**config.mk**
```make
export PLATFORM = sky130hd
export DESIGN_NAME = upb_outport_filter
export DESIGN_NICKNAME = d
export VERILOG_FILES = /design/src/rtl/upb_outport_filter_pkg.sv /design/src/rtl/axis_skid_buf.sv /design/src/rtl/upb_outport_filter.sv
export SDC_FILE = /design/constraint.sdc
export NUM_CORES = 1
export LEC_CHECK = 0
export ABC_CLOCK_PERIOD_IN_PS = 3130
export CAP_MARGIN = 30
export CORE_AREA = 2 2 287 289
export DETAILED_ROUTE_END_ITERATION = 12
export DIE_AREA = 0 0 289 291
export PLACE_DENSITY = 0.65
export SETUP_SLACK_MARGIN = 0.3
export SYNTH_ARGS = -nofsm -noshare
export SYNTH_HDL_FRONTEND = slang
export SYNTH_HIERARCHICAL = 1
export SYNTH_SLANG_ARGS = --single-unit
```
**constraint.sdc**
```tcl
create_clock -name clk -period 3.13 [get_ports clk]
set_clock_uncertainty 0.1 [all_clocks]
set_input_delay 0.626 -clock clk [delete_from_list [all_inputs] [get_ports clk]]
set_output_delay 0.626 -clock clk [all_outputs]
set_load 0.005 [all_outputs]
```
**src/rtl/upb_outport_filter_pkg.sv**
```systemverilog
// Shared types for the output-port filter: FSM states, sideband widths and the
// packed beat carried through the output skid buffer.
package upb_outport_filter_pkg;

   localparam int DATA_W    = 256;
   localparam int KEEP_W    = 32;
   localparam int IN_PORT_W = 3;
   localparam int PORT_W    = 8;
   localparam int LEN_W     = 14;

   typedef enum logic [1:0] {
      HEAD = 2'd0,
      PASS = 2'd1,
      DROP = 2'd2
   } state_t;

   typedef struct packed {
      logic [DATA_W-1:0]    tdata;
      logic [KEEP_W-1:0]    tkeep;
      logic                 tlast;
      logic [IN_PORT_W-1:0] in_port;
      logic [IN_PORT_W-1:0] in_vport;
      logic [PORT_W-1:0]    out_port;
      logic [PORT_W-1:0]    out_vport;
      logic [LEN_W-1:0]     packet_length;
   } beat_t;

   // One-hot mask of the DMA port bit; an id outside 0..7 yields no bit at all.
   function automatic logic [PORT_W-1:0] dma_mask(input int id);
      logic [2:0] idx;
      idx = id[2:0];
      dma_mask = (id >= 0 && id < PORT_W) ? (8'h01 << idx) : 8'h00;
   endfunction

endpackage

```
**src/rtl/axis_skid_buf.sv**
```systemverilog
// Two-entry AXI-stream skid buffer: registered output stage plus one overflow
// slot, so in_ready is a flop and throughput stays at one beat per cycle.
module axis_skid_buf #(
   parameter int W = 8
) (
   input  logic         clk,
   input  logic         resetn,
   input  logic [W-1:0] in_data,
   input  logic         in_valid,
   output logic         in_ready,
   output logic [W-1:0] out_data,
   output logic         out_valid,
   input  logic         out_ready
);

   logic [W-1:0] skid_data;
   logic         skid_valid;
   logic         push;
   logic         load;

   assign push = in_valid && in_ready;
   assign load = out_ready || !out_valid;

   always_ff @(posedge clk or negedge resetn) begin
      if (!resetn) begin
         out_data   <= '0;
         out_valid  <= 1'b0;
         skid_data  <= '0;
         skid_valid <= 1'b0;
         in_ready   <= 1'b0;
      end else if (load) begin
         // in_ready was low whenever the skid slot is occupied, so no push can collide here
         if (skid_valid) begin
            out_data  <= skid_data;
            out_valid <= 1'b1;
         end else begin
            out_valid <= push;
            if (push) out_data <= in_data;
         end
         skid_valid <= 1'b0;
         in_ready   <= 1'b1;
      end else if (push) begin
         skid_data  <= in_data;
         skid_valid <= 1'b1;
         in_ready   <= 1'b0;
      end else begin
         in_ready <= !skid_valid;
      end
   end

endmodule

```
**src/rtl/upb_outport_filter.sv**
```systemverilog
// Output-port filter: masks each packet's destination ports at its head beat,
// forwards or discards the whole packet, and counts both outcomes.
module upb_outport_filter
   import upb_outport_filter_pkg::*;
#(
   parameter int dma_port_id = 999,
   parameter int CNT_WIDTH   = 32
) (
   input  logic                 clk,
   input  logic                 resetn,
   input  logic [255:0]         s_axis_tdata,
   input  logic [31:0]          s_axis_tkeep,
   input  logic                 s_axis_tvalid,
   input  logic                 s_axis_tlast,
   input  logic [2:0]           s_axis_tuser_in_port,
   input  logic [2:0]           s_axis_tuser_in_vport,
   input  logic [7:0]           s_axis_tuser_out_port,
   input  logic [7:0]           s_axis_tuser_out_vport,
   input  logic [13:0]          s_axis_tuser_packet_length,
   output logic                 s_axis_tready,
   output logic [255:0]         m_axis_tdata,
   output logic [31:0]          m_axis_tkeep,
   output logic                 m_axis_tvalid,
   output logic                 m_axis_tlast,
   output logic [2:0]           m_axis_tuser_in_port,
   output logic [2:0]           m_axis_tuser_in_vport,
   output logic [7:0]           m_axis_tuser_out_port,
   output logic [7:0]           m_axis_tuser_out_vport,
   output logic [13:0]          m_axis_tuser_packet_length,
   input  logic                 m_axis_tready,
   input  logic [7:0]           port_enable,
   input  logic [7:0]           vport_enable,
   output logic [CNT_WIDTH-1:0] pass_count,
   output logic [CNT_WIDTH-1:0] drop_count,
   output logic [1:0]           fsm_state
);

   localparam logic [7:0] DMA_MASK = dma_mask(dma_port_id);

   state_t     state;
   logic [7:0] lat_port;
   logic [7:0] lat_vport;
   logic [7:0] head_port;
   logic [7:0] head_vport;
   logic       head_drop;
   logic       accept;
   logic       fwd_valid;
   logic       buf_ready;
   beat_t      in_beat;
   beat_t      out_beat;

   always_comb begin
      head_vport = s_axis_tuser_out_vport & vport_enable;
      head_port  = s_axis_tuser_out_port & port_enable;
      // A DMA destination with no enabled vport has nowhere to go
      if ((head_port & DMA_MASK) != 8'h00 && head_vport == 8'h00)
         head_port = head_port & ~DMA_MASK;
      head_drop = (head_port == 8'h00);
   end

   assign s_axis_tready = (state == DROP) || buf_ready;
   assign accept        = s_axis_tvalid && s_axis_tready;
   assign fwd_valid     = s_axis_tvalid &&
                          ((state == PASS) || (state == HEAD && !head_drop));
   assign fsm_state     = state;

   always_comb begin
      in_beat.tdata         = s_axis_tdata;
      in_beat.tkeep         = s_axis_tkeep;
      in_beat.tlast         = s_axis_tlast;
      in_beat.in_port       = s_axis_tuser_in_port;
      in_beat.in_vport      = s_axis_tuser_in_vport;
      in_beat.packet_length = s_axis_tuser_packet_length;
      in_beat.out_port      = (state == HEAD) ? head_port : lat_port;
      in_beat.out_vport     = (state == HEAD) ? head_vport : lat_vport;
   end

   always_ff @(posedge clk or negedge resetn) begin
      if (!resetn) begin
         state      <= HEAD;
         lat_port   <= 8'h00;
         lat_vport  <= 8'h00;
         pass_count <= '0;
         drop_count <= '0;
      end else if (accept) begin
         case (state)
            HEAD: begin
               if (head_drop) begin
                  if (drop_count != {CNT_WIDTH{1'b1}}) drop_count <= drop_count + 1'b1;
                  state <= s_axis_tlast ? HEAD : DROP;
               end else begin
                  lat_port  <= head_port;
                  lat_vport <= head_vport;
                  if (pass_count != {CNT_WIDTH{1'b1}}) pass_count <= pass_count + 1'b1;
                  state <= s_axis_tlast ? HEAD : PASS;
               end
            end
            PASS:    if (s_axis_tlast) state <= HEAD;
            DROP:    if (s_axis_tlast) state <= HEAD;
            default: state <= HEAD;
         endcase
      end
   end

   axis_skid_buf #(.W($bits(beat_t))) u_skid (
      .clk       (clk),
      .resetn    (resetn),
      .in_data   (in_beat),
      .in_valid  (fwd_valid),
      .in_ready  (buf_ready),
      .out_data  (out_beat),
      .out_valid (m_axis_tvalid),
      .out_ready (m_axis_tready)
   );

   assign m_axis_tdata               = out_beat.tdata;
   assign m_axis_tkeep               = out_beat.tkeep;
   assign m_axis_tlast               = out_beat.tlast;
   assign m_axis_tuser_in_port       = out_beat.in_port;
   assign m_axis_tuser_in_vport      = out_beat.in_vport;
   assign m_axis_tuser_out_port      = out_beat.out_port;
   assign m_axis_tuser_out_vport     = out_beat.out_vport;
   assign m_axis_tuser_packet_length = out_beat.packet_length;

endmodule

```
Word-level counts from Yosys, hierarchy flattened
Index checks and enable logic that the tools add are counted.
{ "classes": {"add_sub_neg": 2, "eq_ne": 5, "n_mux": 14, "bitwise": 4, "n_reduce_logical": 21} }
{ "ops": {"columns": ["operator", "n"], "rows": [
  ["$mux 325", 2],
  ["$add 32x1->32 const B", 2],
  ["$ne 32x32->1 const B", 2],
  ["$and 8x8->8", 2],
  ["$mux 8", 2],
  ["$logic_not 8->1", 1],
  ["$reduce_and 4->1", 2],
  ["$mux 1", 6],
  ["$mux 2", 3],
  ["$reduce_and 2->1", 3],
  ["$logic_and 1x1->1", 4],
  ["$pmux 2 s2", 1],
  ["$reduce_bool 2->1", 2],
  ["$logic_not 1->1", 3],
  ["$logic_or 1x1->1", 3],
  ["$reduce_and 3->1", 1],
  ["$eq 2x1->1 const B", 1],
  ["$eq 2x2->1 const B", 1],
  ["$logic_not 2->1", 1],
  ["$ne 2x1->1 const B", 1],
  ["$not 1->1", 2],
  ["$reduce_or 2->1", 1]
]} }
{ "word_totals": {"register_bits": 735, "in_bits": 345, "output_inout_bits": 393, "wordCells": 56} }

Logic depth before layout (Yosys ltp)
{ "depth": {"depth_word": 9, "mapped_depth": 11, "ltp_nobuf": 7} }

By module
Netlist, hierarchy kept.
{ "modules_own_cells": {"columns": ["module", "instances", "cells_each", "area_per_inst_um2", "seq_area_each_um2"], "rows": [
  ["axis_skid_buf", 1, 2141, 27496.4, 16340.7],
  ["upb_outport_filter", 1, 431, 4261.6, 2052.0]
]} }

Worst setup path before layout
OpenSTA, ideal clock, no wires.
{ "synth_timing": {"path_kind": "in2reg", "start": "input s_axis_tuser_out_port[3]", "end": "register u_skid.out_data[261]", "setup_ps": 132, "arrival_ps": 2239, "required_ps": 2898, "path_slack_ps": 658, "stages": 9, "n_path_buf": 2, "cell_sequence": "nand2_1 nand4_2 o21a_1 o21a_1 a21o_1 nand2_1 buf_2 clkbuf_1 o21ai_1"} }
{ "synth_between": {"elab_chain_len": 9} }
{ "synth_lines": {"columns": ["item", "line_no", "source"], "rows": [
  ["start: declaration", "upb_outport_filter.sv:17", "input logic [7:0] s_axis_tuser_out_port,"],
  ["$and 8x8->8", "upb_outport_filter.sv:54", "head_port = s_axis_tuser_out_port & port_enable;"],
  ["$logic_not 8->1", "upb_outport_filter.sv:58", "head_drop = (head_port == 8'h00);"],
  ["$logic_not 1->1", "upb_outport_filter.sv:64", "((state == PASS) || (state == HEAD && !head_drop));"],
  ["$logic_and 1x1->1", "upb_outport_filter.sv:64", null],
  ["$logic_or 1x1->1", "upb_outport_filter.sv:64", null],
  ["$logic_and 1x1->1", "upb_outport_filter.sv:63", "assign fwd_valid = s_axis_tvalid &&"],
  ["via fwd_valid", "upb_outport_filter.sv:47", "logic fwd_valid;"],
  ["$logic_and 1x1->1", "axis_skid_buf.sv:21", "assign push = in_valid && in_ready;"],
  ["$reduce_bool 2->1 (no line)", null, null],
  ["$reduce_and 2->1 (no line)", null, null],
  ["end signal: assignment", "axis_skid_buf.sv:34", "out_data <= skid_data;"],
  ["end signal: assignment", "axis_skid_buf.sv:38", "if (push) out_data <= in_data;"],
  ["end: declaration", "axis_skid_buf.sv:11", "output logic [W-1:0] out_data,"]
]} }
The timed path passes the listed nets, and every way through them passes these cells.
A chain may end at the register's enable or synchronous reset.

Worst setup path after layout
{ "layout_timing": {"start": "register state[0] (netlist: fsm_state[0])", "end": "output s_axis_tready"} }
{ "layout_between": {"elab_chain_len": 2} }
{ "layout_lines": {"columns": ["item", "line_no", "source"], "rows": [
  ["start: declaration", "upb_outport_filter.sv:40", "state_t state;"],
  ["start signal: assignment", "upb_outport_filter.sv:90", "state <= s_axis_tlast ? HEAD : DROP;"],
  ["start signal: assignment", "upb_outport_filter.sv:95", "state <= s_axis_tlast ? HEAD : PASS;"],
  ["$eq 2x2->1", "upb_outport_filter.sv:61", "assign s_axis_tready = (state == DROP) || buf_ready;"],
  ["$logic_or 1x1->1", "upb_outport_filter.sv:61", null],
  ["end: declaration", "upb_outport_filter.sv:20", "output logic s_axis_tready,"]
]} }
Every way passes these cells.

==> run metrics <==
status=completed; Setup Total Neg Slack=0 ps; CP Class=reg -> out; Psw=between 0.01 and 0.015 W; sequential area share after synthesis=0.5792; Sw Ratio=0.3276; vias in the first global route=25150; Reg area=18400 um2; Routed wire per std cell=about 22 um; delay-heaviest family, CP=flip-flops; H-tree levels=3; Top Ports=about 740; worst-skew pair later-pin latency=between 600 and 700 ps; Via Count=23750; post-route minimum period=2655 ps; post-route clock period utilization=0.8482; Via density=about 5.3; # rows=around 110; top area cells in the synthesized netlist=dfrtp_1, mux2_1, mux2i_1; most instantiated cells after synthesis=dfrtp_1, o21ai_1, mux2i_1, o21ai_0, mux2_1; Avg Synthesized Cell Area=12.35 um2; Final Hold Vio Count=0; port bufs=737; Max Cap Viol=0; Buf/Inv on CP=2; Synth Register Bits=~740; nets=around 3600; Final Setup Violations=0; GRT overflow=0; Slew Limit Fails=0; fraction of registers with async set/reset=1.000; Cell Area, Synth=roughly 32000 um2; area leader, netlist=dfrtp_1; Leak=between 15 and 20 nW; largest net degree at the start of global routing=99; multi-input logic area=12310 um2; CTS Buffer Depth=3; post-CTS setup buffer count=0; CTS Sinks=735; crit-path max FO=4; RSZ-0062 raised after global routing=no; drt drc=0; core box area=roughly 80000 um2; drt initial violations=~1300; Worst-path clk slew=60 ps; Combinational Power Share=0.369; cell with the most instances after synthesis=dfrtp_1; internal power=around 0.028 W; Clock Root Buffer=clkbuf_16; Relative slew margins=0.5222; CTS tree=done; HPWL Detailed=between 60000 and 70000 um; cells along the critical path=inv_1, ha_1, or2_2, dlygate4sd2_1; Synth Flop Type=dfrtp_1; Detailed Route WL=between 90000 and 100000 um; fmax=0.3767 GHz; Slew @ Worst Pin=between 700 and 800 ps; required time of the critical path=around 2400 ps; area share of the largest cell type after synthesis=0.5792; Total GRT Usage=0.2252; Synth Instances=between 2000 and 3000; hold crit path type=reg -> reg; slowest stage delay, CP=around 400 ps; number of library cell types mapped by synthesis=44; Post-synth EDFFs=0; first-pass GRT wire length=~150000 um; worst-case hold slack=about 380 ps; Clk network pwr share=0.236; die area=84100 um2; Worst setup SP type=flip-flop; Initial Util=0.3912; syn_nets=between 2000 and 3000; antenna violations before repair=36; sequential power share=0.395; DRT Pass-1 Iters=5; Max IR drop VDD=around 0.00057 V; die width=289 um; fraction of layout cells with a size suffix above 1=0.07230; filler cell count in the final layout=just under 7000; Critical Path AT=about 1900 ps; RD Place Congestion=0.8396; Routed Antenna Nets=0; Max stage delay cell, worst path=dfrtp_1; Synth-to-Final Area Change=37.55%; cts bufs inserted=81; PD cells=941.3 nW/um2; die span in y=291 um; Ys Warns=6; Setup crit end kind=primary output
## per-stage QoR
step,std cells,utilization,cell area (um2),setup slack [ps],total power (W)
4_1_cts,4431,0.5372,43620,428.1,0.04153
3_5_place_dp,4282,0.5033,40860,75.87,0.03163
2_1_floorplan,2572,-,31760,658.4,0.02298
5_1_grt,4453,0.5379,43670,377.7,0.04361
3_3_place_gp,4282,0.5033,40860,97.72,0.03094
6_report,4457,0.5380,43680,475.0,0.04112
## worst paths after layout
check                                  start               endpoint  slack [ps]  depth (start not counted)
worst min-delay path             lat_port[3]            lat_port[3]         380                          2
worst max-delay path            fsm_state[0]          s_axis_tready         480                          4
worst min register to register   lat_port[3]            lat_port[3]         380                          2
min in group asynchronous             resetn   u_skid/out_data[133]         420                          2
max in group asynchronous             resetn  u_skid/skid_data[125]        1430                          4
worst max register to register  fsm_state[0]   u_skid/skid_data[79]         580                          8
## per-layer routing
metal,wire length [um],GRT usage,up-vias
met5,159,0,-
met4,3930,0.1147,24
met3,7445,0.06270,200
met2,47470,0.3727,755
met1,37440,0.2670,12000
li1,-,-,10760
## cells by family (layout without fill, tap and decap cells)
kind of cell | count (synthesis) | after routing | share of synthesized area
adders and majority gates | 5 | 5 | 0.001970
xor gates and xnor gates | 62 | 62 | 0.01710
muxes | 653 | 653 | 0.2187
AOI/OAI and AO/OA | 694 | 694 | 0.1103
and+or+nand+nor | 207 | 207 | 0.03822
buffers and inverters | 216 | 1005 | 0.03459
other | 0 | 26 | 0
DFF | 735 | 735 | 0.5792
## placed cells by master, fill, tap and decap left out, types with 26 or more instances in the layout
master	count
xnor2_1	43
nand2_1	33
mux2i_1	326
nand3_1	48
clkdlybuf4s50_1	735
buf_12	50
o21ai_0	325
o21ai_1	359
clkbuf_16	83
diode_2	26
nand4_1	37
mux2_1	325
buf_4	47
dfrtp_1	734
## final cells by class
class / count / share of cell area
Sequential cell: 735 / 0.4211
Timing Repair Buffer: 835 / 0.2002
Tap cell: 1070 / 0.03065
Antenna cell: 26 / 0.001489
Inverter: 22 / 0.001890
Clock inverter: 23 / 0.007218
Multi-Input combinational cell: 1621 / 0.2817
Clock buffer: 125 / 0.05574
## repair_timing
item | in CTS | in global routing
endpoints found under the hold margin | 31 | 0
hold buffers | 1 | 0
gates resized for setup | 1 | 0
endpoints found under the setup margin | 1 | 0
## power by group through the flow
| stage | clock network [W] | logic, W | registers (W) |
|---|---|---|---|
| 2_1_floorplan | 0 | 0.00711 | 0.0159 |
| 3_3_place_gp | 0 | 0.0148 | 0.0161 |
| 3_5_place_dp | 0 | 0.0153 | 0.0164 |
| 4_1_cts | 0.00996 | 0.0153 | 0.0162 |
| 5_1_grt | 0.0104 | 0.0165 | 0.0167 |
| 6_report | 0.00972 | 0.0152 | 0.0162 |
## sequential cells by signal, summed over array words and instances (netlist names)
register / cells
u_skid/out_data: 325
fsm_state: 2
pass_count: 32
u_skid/skid_data: 325
lat_vport: 8
u_skid/out_valid: 1
u_skid/skid_valid: 1
lat_port: 8
u_skid/in_ready: 1
drop_count: 32
## worst reg2reg max path: cells and delay by family (launching register included)
kind                       cells  cell delay, ps
adders and majority gates      1             370
DFF                            1             410
buffers and inverters          3             560
AOI/OAI and AO/OA              2             440
and+or+nand+nor                1             180
muxes                          1             330
No activity file was read; power rests on OpenSTA's default activity.
